## config.mk

```make
export PLATFORM = sky130hd
export DESIGN_NAME = seq_scan_ctrl_flat
export DESIGN_NICKNAME = d
export VERILOG_FILES = /design/src/rtl/seq_pkg.sv /design/src/rtl/seq_scan_ctrl_if.sv /design/src/rtl/seq_match_core.sv /design/src/rtl/seq_scan_ctrl.sv /design/src/flat_wrapper.sv
export SDC_FILE = /design/constraint.sdc
export NUM_CORES = 1
export LEC_CHECK = 0
export BUFFER_PORTS_ARGS = -buffer_cell sky130_fd_sc_hd__buf_2
export CORE_MARGIN = 4
export CORE_UTILIZATION = 45
export CTS_CLUSTER_SIZE = 20
export DETAILED_ROUTE_END_ITERATION = 6
export PLACE_DENSITY_LB_ADDON = 0.1
export SKIP_CTS_REPAIR_TIMING = 1
export SYNTH_ARGS = -nofsm -noshare
export SYNTH_HDL_FRONTEND = slang
export SYNTH_SLANG_ARGS = --single-unit
```

## constraint.sdc

```tcl
create_clock -name clk -period 2.5 [get_ports clk]
set_clock_uncertainty 0.1 [all_clocks]
set_input_delay 0.375 -clock clk [delete_from_list [all_inputs] [get_ports clk]]
set_output_delay 0.375 -clock clk [all_outputs]
set_load 0.01 [all_outputs]
```

## src/rtl/seq_pkg.sv

```systemverilog
// Shared definitions for the serial pattern scanner.
// Holds the controller state encoding, default geometry and the
// power-on pattern configuration used by seq_scan_ctrl.
package seq_pkg;

  typedef enum logic [1:0] {
    ST_IDLE   = 2'd0,
    ST_SHIFT  = 2'd1,
    ST_REPORT = 2'd2
  } state_e;

  localparam int DEF_WORD_W  = 16;
  localparam int DEF_PAT_MAX = 8;
  localparam int DEF_CNT_W   = 5;

  // Power-on pattern 1-0-1-1-0 (bit 0 is the most recent serial bit).
  localparam logic [7:0] DEF_PATTERN = 8'b0001_0110;
  localparam logic [3:0] DEF_LEN     = 4'd5;

  // res_first value reported when the word produced zero matches.
  localparam logic [4:0] NO_HIT = 5'h1F;

endpackage

```

## src/rtl/seq_scan_ctrl_if.sv

```systemverilog
// Handshake/bus bundle for seq_scan_ctrl.
//   cfg_*  : pattern/length write strobe and error pulse
//   in_*   : word input handshake
//   res_*  : result handshake with match count and first-match index
//   busy, hit : status
// slave  = scanner side, master = client side.
interface seq_scan_ctrl_if #(
  parameter int WORD_W  = 16,
  parameter int PAT_MAX = 8,
  parameter int CNT_W   = 5
);
  logic               cfg_we;
  logic [PAT_MAX-1:0] cfg_pattern;
  logic [3:0]         cfg_len;
  logic               cfg_err;
  logic               in_valid;
  logic               in_ready;
  logic [WORD_W-1:0]  in_data;
  logic               busy;
  logic               hit;
  logic               res_valid;
  logic               res_ready;
  logic [CNT_W-1:0]   res_count;
  logic [4:0]         res_first;

  modport slave (
    input  cfg_we, cfg_pattern, cfg_len, in_valid, in_data, res_ready,
    output cfg_err, in_ready, busy, hit, res_valid, res_count, res_first
  );

  modport master (
    output cfg_we, cfg_pattern, cfg_len, in_valid, in_data, res_ready,
    input  cfg_err, in_ready, busy, hit, res_valid, res_count, res_first
  );
endinterface

```

## src/rtl/seq_match_core.sv

```systemverilog
// Serial history register with masked pattern compare.
//   clk, rst : clock, asynchronous active-high reset
//   bit_in   : serial bit consumed this cycle (qualified by en)
//   en       : consume bit_in at the next edge
//   clr      : start of a new word; forget all history
//   pattern  : match pattern, bit 0 = most recent bit
//   len      : number of pattern bits that take part in the compare
//   match    : combinational; the bit being consumed completes a match
module seq_match_core #(
  parameter int PAT_MAX = 8
) (
  input  logic               clk,
  input  logic               rst,
  input  logic               bit_in,
  input  logic               en,
  input  logic               clr,
  input  logic [PAT_MAX-1:0] pattern,
  input  logic [3:0]         len,
  output logic               match
);

  logic [PAT_MAX-2:0] hist;
  logic [PAT_MAX-1:0] nxt;
  logic [PAT_MAX-1:0] mask;
  logic [3:0]         fill;

  // The compare window includes the bit being consumed right now.
  assign nxt = {hist, bit_in};

  always_comb begin
    mask = '0;
    for (int k = 0; k < PAT_MAX; k++) begin
      mask[k] = (len > 4'(k));
    end
  end

  // fill tracks how many bits of this word are already in hist, so a
  // pattern of zeros cannot match against cleared history.
  assign match = en && (({1'b0, fill} + 5'd1) >= {1'b0, len}) &&
                 (((nxt ^ pattern) & mask) == '0);

  always_ff @(posedge clk or posedge rst) begin
    if (rst) begin
      fill <= '0;
    end else if (clr) begin
      fill <= '0;
    end else if (en && (fill < 4'(PAT_MAX))) begin
      fill <= fill + 4'd1;
    end
  end

  always_ff @(posedge clk) begin
    if (clr) begin
      hist <= '0;
    end else if (en) begin
      hist <= nxt[PAT_MAX-2:0];
    end
  end

endmodule

```

## src/rtl/seq_scan_ctrl.sv

```systemverilog
// Word-serial pattern scanner.
// Accepts a WORD_W-bit word, shifts it out MSB first one bit per cycle,
// counts (overlapping) matches against the configured pattern and reports
// the count and the index of the first completing bit.
//   clk, rst : clock, asynchronous active-high reset
//   bus      : seq_scan_ctrl_if.slave (cfg, input word, result, status)
module seq_scan_ctrl import seq_pkg::*; #(
  parameter int WORD_W  = DEF_WORD_W,
  parameter int PAT_MAX = DEF_PAT_MAX,
  parameter int CNT_W   = DEF_CNT_W
) (
  input logic            clk,
  input logic            rst,
  seq_scan_ctrl_if.slave bus
);

  localparam int IDX_W = $clog2(WORD_W);
  localparam logic [IDX_W-1:0] LAST_IDX = IDX_W'(WORD_W - 1);

  state_e             state;
  logic [WORD_W-1:0]  word;
  logic [IDX_W-1:0]   idx;
  logic [PAT_MAX-1:0] pat;
  logic [3:0]         len;
  logic [CNT_W-1:0]   count;
  logic [4:0]         first;
  logic               hit_r;
  logic               err_r;
  logic               match;
  logic               accept;
  logic               shifting;
  logic               cfg_ok;

  assign accept   = (state == ST_IDLE) && bus.in_valid;
  assign shifting = (state == ST_SHIFT);
  assign cfg_ok   = (state == ST_IDLE) && (bus.cfg_len != 4'd0) &&
                    (bus.cfg_len <= 4'(PAT_MAX));

  seq_match_core #(.PAT_MAX(PAT_MAX)) u_core (
    .clk     (clk),
    .rst     (rst),
    .bit_in  (word[WORD_W-1]),
    .en      (shifting),
    .clr     (accept),
    .pattern (pat),
    .len     (len),
    .match   (match)
  );

  always_ff @(posedge clk or posedge rst) begin
    if (rst) begin
      state <= ST_IDLE;
      pat   <= PAT_MAX'(DEF_PATTERN);
      len   <= DEF_LEN;
      count <= '0;
      first <= NO_HIT;
      idx   <= '0;
      hit_r <= 1'b0;
      err_r <= 1'b0;
    end else begin
      hit_r <= match;
      err_r <= bus.cfg_we && !cfg_ok;
      // A word accepted on this same edge scans with the new config,
      // since the first compare happens on the following edge.
      if (bus.cfg_we && cfg_ok) begin
        pat <= bus.cfg_pattern;
        len <= bus.cfg_len;
      end
      case (state)
        ST_IDLE: begin
          if (bus.in_valid) begin
            count <= '0;
            first <= NO_HIT;
            idx   <= '0;
            state <= ST_SHIFT;
          end
        end
        ST_SHIFT: begin
          idx <= idx + 1'b1;
          if (match) begin
            count <= count + 1'b1;
            if (first == NO_HIT) first <= 5'(idx);
          end
          if (idx == LAST_IDX) state <= ST_REPORT;
        end
        ST_REPORT: begin
          if (bus.res_ready) state <= ST_IDLE;
        end
        default: state <= ST_IDLE;
      endcase
    end
  end

  // Word shifter is pure data; state gating makes its reset value moot.
  always_ff @(posedge clk) begin
    if (accept) begin
      word <= bus.in_data;
    end else if (shifting) begin
      word <= {word[WORD_W-2:0], 1'b0};
    end
  end

  assign bus.in_ready  = (state == ST_IDLE);
  assign bus.busy      = (state != ST_IDLE);
  assign bus.res_valid = (state == ST_REPORT);
  assign bus.res_count = count;
  assign bus.res_first = first;
  assign bus.hit       = hit_r;
  assign bus.cfg_err   = err_r;

endmodule

```

## src/flat_wrapper.sv

```systemverilog
// flat-port wrapper written by rule: the top's interface ports become plain ports
module seq_scan_ctrl_flat import seq_pkg::*;
#(
  parameter int WORD_W  = DEF_WORD_W,
  parameter int PAT_MAX = DEF_PAT_MAX,
  parameter int CNT_W   = DEF_CNT_W
)
  (clk, rst, bus_cfg_we, bus_cfg_pattern, bus_cfg_len, bus_in_valid, bus_in_data, bus_res_ready, bus_cfg_err, bus_in_ready, bus_busy, bus_hit, bus_res_valid, bus_res_count, bus_res_first);
  seq_scan_ctrl_if #(.WORD_W(WORD_W), .PAT_MAX(PAT_MAX), .CNT_W(CNT_W)) bus_i ();
  input logic clk;
  input logic rst;
  input wire logic [$bits(bus_i.cfg_we)-1:0] bus_cfg_we;
  input wire logic [$bits(bus_i.cfg_pattern)-1:0] bus_cfg_pattern;
  input wire logic [$bits(bus_i.cfg_len)-1:0] bus_cfg_len;
  input wire logic [$bits(bus_i.in_valid)-1:0] bus_in_valid;
  input wire logic [$bits(bus_i.in_data)-1:0] bus_in_data;
  input wire logic [$bits(bus_i.res_ready)-1:0] bus_res_ready;
  output wire logic [$bits(bus_i.cfg_err)-1:0] bus_cfg_err;
  output wire logic [$bits(bus_i.in_ready)-1:0] bus_in_ready;
  output wire logic [$bits(bus_i.busy)-1:0] bus_busy;
  output wire logic [$bits(bus_i.hit)-1:0] bus_hit;
  output wire logic [$bits(bus_i.res_valid)-1:0] bus_res_valid;
  output wire logic [$bits(bus_i.res_count)-1:0] bus_res_count;
  output wire logic [$bits(bus_i.res_first)-1:0] bus_res_first;
  assign bus_i.cfg_we = bus_cfg_we;
  assign bus_i.cfg_pattern = bus_cfg_pattern;
  assign bus_i.cfg_len = bus_cfg_len;
  assign bus_i.in_valid = bus_in_valid;
  assign bus_i.in_data = bus_in_data;
  assign bus_i.res_ready = bus_res_ready;
  assign bus_cfg_err = bus_i.cfg_err;
  assign bus_in_ready = bus_i.in_ready;
  assign bus_busy = bus_i.busy;
  assign bus_hit = bus_i.hit;
  assign bus_res_valid = bus_i.res_valid;
  assign bus_res_count = bus_i.res_count;
  assign bus_res_first = bus_i.res_first;
  seq_scan_ctrl #(.WORD_W(WORD_W), .PAT_MAX(PAT_MAX), .CNT_W(CNT_W)) u_core (.clk(clk), .rst(rst), .bus(bus_i));
endmodule
```

==> run metrics, run 1 <==
status=complete, no violations; crit-path cells=ha_1 > xor2_2 > ha_1 > o21ai_0 > o21a_2 > or3_4 > a311o_1; worst-path fanout max=6; Final Cycle Share=96.0%; reg2reg end=u_core.bus.res_count[4]; Critical Path AT=2.52 ns; Ant. Diodes=0; cell count after synthesis=260; Setup-failing EPs final=0; Synth cell types=44; Root Buffer=clkbuf_8; critical path endpoint category=flip-flop; multi-input logic area=1150 um^2; Final WS setup=0.100 ns; initial drt markers=69; slowest CP cell=or3_4; clk sinks=57; Yosys top cell area share=22.2%; grt total ovfl=0; Initial Util=46.1%; post-synthesis register bit count=57; r2r setup slk=0.10 ns; Fill cells=540; DIE AREA=7330 um^2; CTS tree=done; worst slack, placed=0.0681 ns; sum of buffers and inverters on the critical path=0; per-cell routed wire length=14.3 um; htree depth=3; floorplan row count=28; max-cap viol count=0; Via Count=2018; relative slew slack=65.1%; final wirelength=5720 um; required time worst endpoint=2.62 ns; fin util=56.1%; Vias/cell=5.05; Seq/Total Area, Yosys=54.7%; slowest stage delay, CP=0.42 ns; DP HPWL=3940 um; Seq. cell area=1480 um^2; Post-synth ARST share=59.6%; critical path depth=7; CTS max path bufs=2; mapped cell area=2710 um^2; DRT antenna net count=0; Max Freq=417 MHz; Clock Pin Slew Worst Setup and Hold Paths=0.06 ns; final period demand of the worst path=2.40 ns; io pins=48; GPL Wtd Cong=0.768; share of cells above drive strength 1=32.0%; CP Class=reg2reg; IO Port Bufs=47; dominant synthesized flop cell=dfrtp_1; DRC viols=0; Die W=85.6 um; CP Launch Type=flip-flop; CP most frequent cell=ha_1; total power=0.00456 W; most frequent cells in the layout=70 x nand2_1, 47 x buf_2, 24 x dfrtp_1; ranking of synthesized cells by area=dfrtp_1 22%, edfxtp_1 18%, dfstp_2 9.7%, nand2_1 9.7%, mux2_2 5.4%; largest net degree at the start of global routing=35; worst min path class=in2async; initial antenna violation count=0; number of flops mapped to enable cells by yosys=16; leak pwr=1.52 nW; top cell type by total area after synthesis=dfrtp_1; global-route wire length before repair=9300 um; Syn Nets=300; most common cell after layout, fill and taps aside=nand2_1; nets=360; Syn Area/Cell=10.4 um^2; yosys warns=0; Synth-to-Final Area Change=21.8%; Die Y=85.6 um; PD cells=1380 nW/um^2; max-slew violations=0; Clock Latency Late Sink=0.33 ns; Core Area=5890 um^2; reg2reg path depth=7; Worst Max-Slew Pin Slew=0.520 ns; first drt pass iteration count=4; global-route usage over all layers=16.5%; Hold Vio Cnt, Final=0; reg-to-reg startpoint=u_core.u_core.fill[1]; Top delay family on crit path=compound AO/OA/AOI/OAI gates; maximum VDD drop=0.541 mV; TritonCTS buffer count=9; vias in the first global route=1896
where the power goes:
group / total, W / leakage, nW / internal, W / switching (W)
sequential: 0.00183 / 0.620 / 0.00151 / 0.000320
combinational: 0.00183 / 0.793 / 0.000838 / 0.000989
clock: 0.000899 / 0.107 / 0.000541 / 0.000357
cell usage after synthesis (4+ instances only):
| master | count |
|---|---|
| nand3_1 | 7 |
| dfstp_2 | 10 |
| nor2_1 | 6 |
| dfrtp_1 | 24 |
| mux2_2 | 13 |
| edfxtp_1 | 16 |
| dfxtp_1 | 7 |
| inv_1 | 10 |
| xnor2_1 | 7 |
| o21ai_0 | 11 |
| ha_1 | 7 |
| nand2_1 | 70 |
| clkbuf_1 | 8 |
| nor3_1 | 4 |
| xor2_1 | 4 |
| a21oi_1 | 9 |
| nand2b_1 | 6 |
| o31a_1 | 4 |
kinds of logic (layout without fill, tap and decap cells):
kind of cell / Yosys count / after routing / synth area share (%)
buffers and inverters: 21 / 85 / 3.46
DFF: 57 / 57 / 54.7
AOI/OAI and AO/OA: 41 / 41 / 10.5
xor gates and xnor gates: 11 / 11 / 3.55
adders and majority gates: 7 / 7 / 3.23
and+or+nand+nor: 108 / 109 / 18.4
muxes: 15 / 15 / 6.14
cell type report:
type / instances / area share [%]
Inverter: 10 / 1.14
Clock inverter: 2 / 1.06
Clock buffer: 14 / 5.23
Timing Repair Buffer: 59 / 9.85
Multi-Input combinational cell: 183 / 34.9
Tap cell: 75 / 2.84
Sequential cell: 57 / 44.9
worst register-to-register path, cell delays in order (launching register included):
cell,delay [ns]
dfrtp_1,0.40
ha_1,0.23
xor2_2,0.16
ha_1,0.27
o21ai_0,0.09
o21a_2,0.25
or3_4,0.42
a311o_1,0.36
sequential cells by signal, indices dropped and copies added, names as in the netlist, 2 cells and up:
name	flops
u_core.idx	4
u_core.state	2
u_core.bus.res_first	5
u_core.u_core.hist	7
u_core.len	4
u_core.pat	8
u_core.u_core.fill	4
u_core.word	16
u_core.bus.res_count	5
worst max-delay path by stage:
stage,startpoint,to,slack (ns)
after floorplan,u_core.u_core.fill[0],u_core.bus.res_count[3],0.13
after global placement,u_core.u_core.fill[0],u_core.bus.res_count[4],0.11
after detailed placement,u_core.u_core.fill[0],u_core.bus.res_count[2],0.07
after CTS,u_core.u_core.fill[0],u_core.bus.res_count[2],0.03
final,u_core.u_core.fill[1],u_core.bus.res_count[4],0.10
after global routing,u_core.u_core.fill[0],u_core.bus.res_count[4],-0.002
metrics by stage:
| stage | std cells | hold WS, ns | instance area (um^2) | setup TNS (ns) |
|---|---|---|---|---|
| floorplan | 260 | 0.348 | 2710 | 0 |
| global placement | 379 | 0.365 | 3040 | 0 |
| detailed placement | 379 | 0.374 | 3040 | 0 |
| CTS | 395 | 0.0370 | 3250 | 0 |
| global route | 400 | 0.0785 | 3300 | -0.00190 |
| finish | 400 | 0.0303 | 3300 | 0 |
routing by layer:
metal | part of all wire (%) | up-vias | GRT usage, %
met5 | 0 | - | 0
met4 | 1.9 | 0 | 7.48
met3 | 5.4 | 9 | 4.61
met2 | 45 | 47 | 23.9
met1 | 48 | 939 | 22.9
li1 | - | 1023 | -
Power figures use the tool's default switching activity.
==> inputs of run 2 (changes only) <==
CTS_BUF_LIST = sky130_fd_sc_hd__clkbuf_16   (was default)
==> run 2 against run 1 <==
Global-route usage grew 0.10 points. Clock power increased by 27%. Worst setup slack better by 0.023 ns. Critical path depth unchanged. Sequential cell count is the same. Maximum frequency rose by 0.97%. Utilization up 1.1 points. Sequential share of layout area down 0.88 points. First-iteration DRC count is the same. Hold slack better by 0.013 ns. Via count fell by 0.69%. Die area is the same.
==> run metrics, run 2 (synthesis results as in run 1) <==
max-slew violations=0; Fill cells=531; clk sinks=57; critical path endpoint category=flip-flop; DRT antenna net count=0; biggest regs=u_core.word: 16 flops, u_core.pat: 8 flops, u_core.u_core.hist: 7 flops; Die W=85.6 um; leak pwr=1.55 nW; Seq pwr share=38.5%; number of flip-flops in the largest register=16; vias in the first global route=1941; nets=359; Setup-failing EPs final=0; DRC viols=0; final wirelength=5710 um; GPL Wtd Cong=0.768; CP Launch Type=flip-flop; Power Internal=0.00309 W; Worst Max-Slew Pin Slew=0.508 ns; largest net degree at the start of global routing=35; CTS tree=done; most common cell after layout, fill and taps aside=nand2_1; IO Port Bufs=47; Final Hold Slack=0.0432 ns; Hold Vio Cnt, Final=0; first drt pass iteration count=4; final period demand of the worst path=2.38 ns; Clock Latency Late Sink=0.32 ns; Top reg by flops=u_core.word; required time worst endpoint=2.60 ns; Via Count=2004; Critical Path Source=u_core.u_core.fill[0]; Psw=0.00168 W; Clock Pin Slew Worst Setup and Hold Paths=0.05 ns; maximum VDD drop=0.565 mV; DIE AREA=7330 um^2; Root Buffer=clkbuf_16; Synth-to-Final Area Change=24.2%; reg2reg end=u_core.bus.res_count[4]; relative slew slack=66.0%; Vias/cell=5.02; Die Y=85.6 um; initial antenna violation count=0; placed instance count=379; Final Non-Filler Cells=399; per-cell routed wire length=14.3 um; reg2reg path depth=7; share of cells above drive strength 1=31.5%; DP HPWL=3940 um; floorplan row count=28; PD cells=1420 nW/um^2; global-route usage over all layers=16.6%; switching share of power=35.2%; slowest stage delay, CP=0.42 ns; worst min path class=in2async; reg-to-reg startpoint=u_core.u_core.fill[0]; io pins=48; worst-path fanout max=6; slowest CP cell=or3_4; TritonCTS buffer count=9; initial drt markers=69; Critical Path AT=2.47 ns; global-route wire length before repair=9350 um; Final Cycle Share=95.1%; CTS max path bufs=2; Core Area=5890 um^2; clock share of power=23.8%; status=complete, no violations; grt total ovfl=0; max-cap viol count=0; htree depth=3; r2r setup slk=0.12 ns; most frequent cells in the layout=70 x nand2_1, 47 x buf_2, 24 x dfrtp_1; Ant. Diodes=0; Initial Util=46.1%; CP Class=reg2reg; Max Freq=421 MHz; crit-path cells=ha_2 > xor2_2 > ha_1 > o21ai_0 > o21a_2 > or3_4 > a311o_1; end point of the critical path=u_core.bus.res_count[4]; Combinational Power Share=37.6%
## run 2: cell count changes in the layout (fill, tap and decap cells not counted)
| cell | delta |
|---|---|
| clkbuf_1 | -2 |
| ha_2 | +1 |
| inv_2 | +1 |
| clkbuf_8 | -12 |
| buf_4 | -1 |
| clkbuf_16 | +9 |
| ha_1 | -1 |
| inv_1 | +2 |
| clkinv_1 | +2 |
## run 2: layout make-up
type / instances / area [um^2] / area share, %
Tap cell: 75 / 93.8 / 2.79
Multi-Input combinational cell: 183 / 1160 / 34.3
Clock inverter: 7 / 53.8 / 1.60
Timing Repair Buffer: 58 / 318 / 9.44
Clock buffer: 9 / 225 / 6.69
Inverter: 10 / 37.5 / 1.11
Sequential cell: 57 / 1480 / 44.1
## run 2: power groups by stage
| stage | logic (W) | clock network [W] | registers [W] |
|---|---|---|---|
| detailed placement | 0.00170 | 0 | 0.00185 |
| global route | 0.00204 | 0.00121 | 0.00191 |
| floorplan | 0.00129 | 0 | 0.00180 |
| global placement | 0.00166 | 0 | 0.00184 |
| CTS | 0.00171 | 0.00117 | 0.00184 |
| finish | 0.00180 | 0.00114 | 0.00184 |
## run 2: stage by stage
step           total power [W]  worst slack [ns]  TNS (ns)  area, um^2  util (%)
2_1_floorplan          0.00308             0.132         0        2710         -
3_3_place_gp           0.00350             0.110         0        3040      51.7
3_5_place_dp           0.00355            0.0681         0        3040      51.7
4_1_cts                0.00472            0.0520         0        3320      56.5
5_1_grt                0.00516          -0.00311  -0.00311        3370      57.2
6_report               0.00477             0.123         0        3370      57.2
## run 2: worst min-delay path by stage
| stage | endpoint | cells after the start |
|---|---|---|
| final | u_core.bus.res_count[4] | 3 |
| after global routing | u_core.idx[2] | 3 |
| after CTS | u_core.idx[1] | 3 |
| after detailed placement | u_core.u_core.hist[6] | 2 |
| after global placement | u_core.u_core.hist[6] | 2 |
| after floorplan | u_core.u_core.hist[6] | 2 |
## run 2: metal layers
layer  vias up  GRT usage, %  part of all wire [%]
li1       1025             -                     -
met1       932          22.0                    47
met2        39          25.1                    46
met3         8          3.46                   4.4
met4         0          9.64                   2.1
met5         -             0                     0
## run 2: critical path, delay by kind of cell, from the launching register on
family                   cells  cell delay [ns]
AND/OR/NAND/NOR              1             0.42
AO/OA/AOI/OAI                3             0.69
XOR/XNOR                     1             0.15
flip-flops                   1             0.41
adder cells (fa/ha/maj)      2             0.49
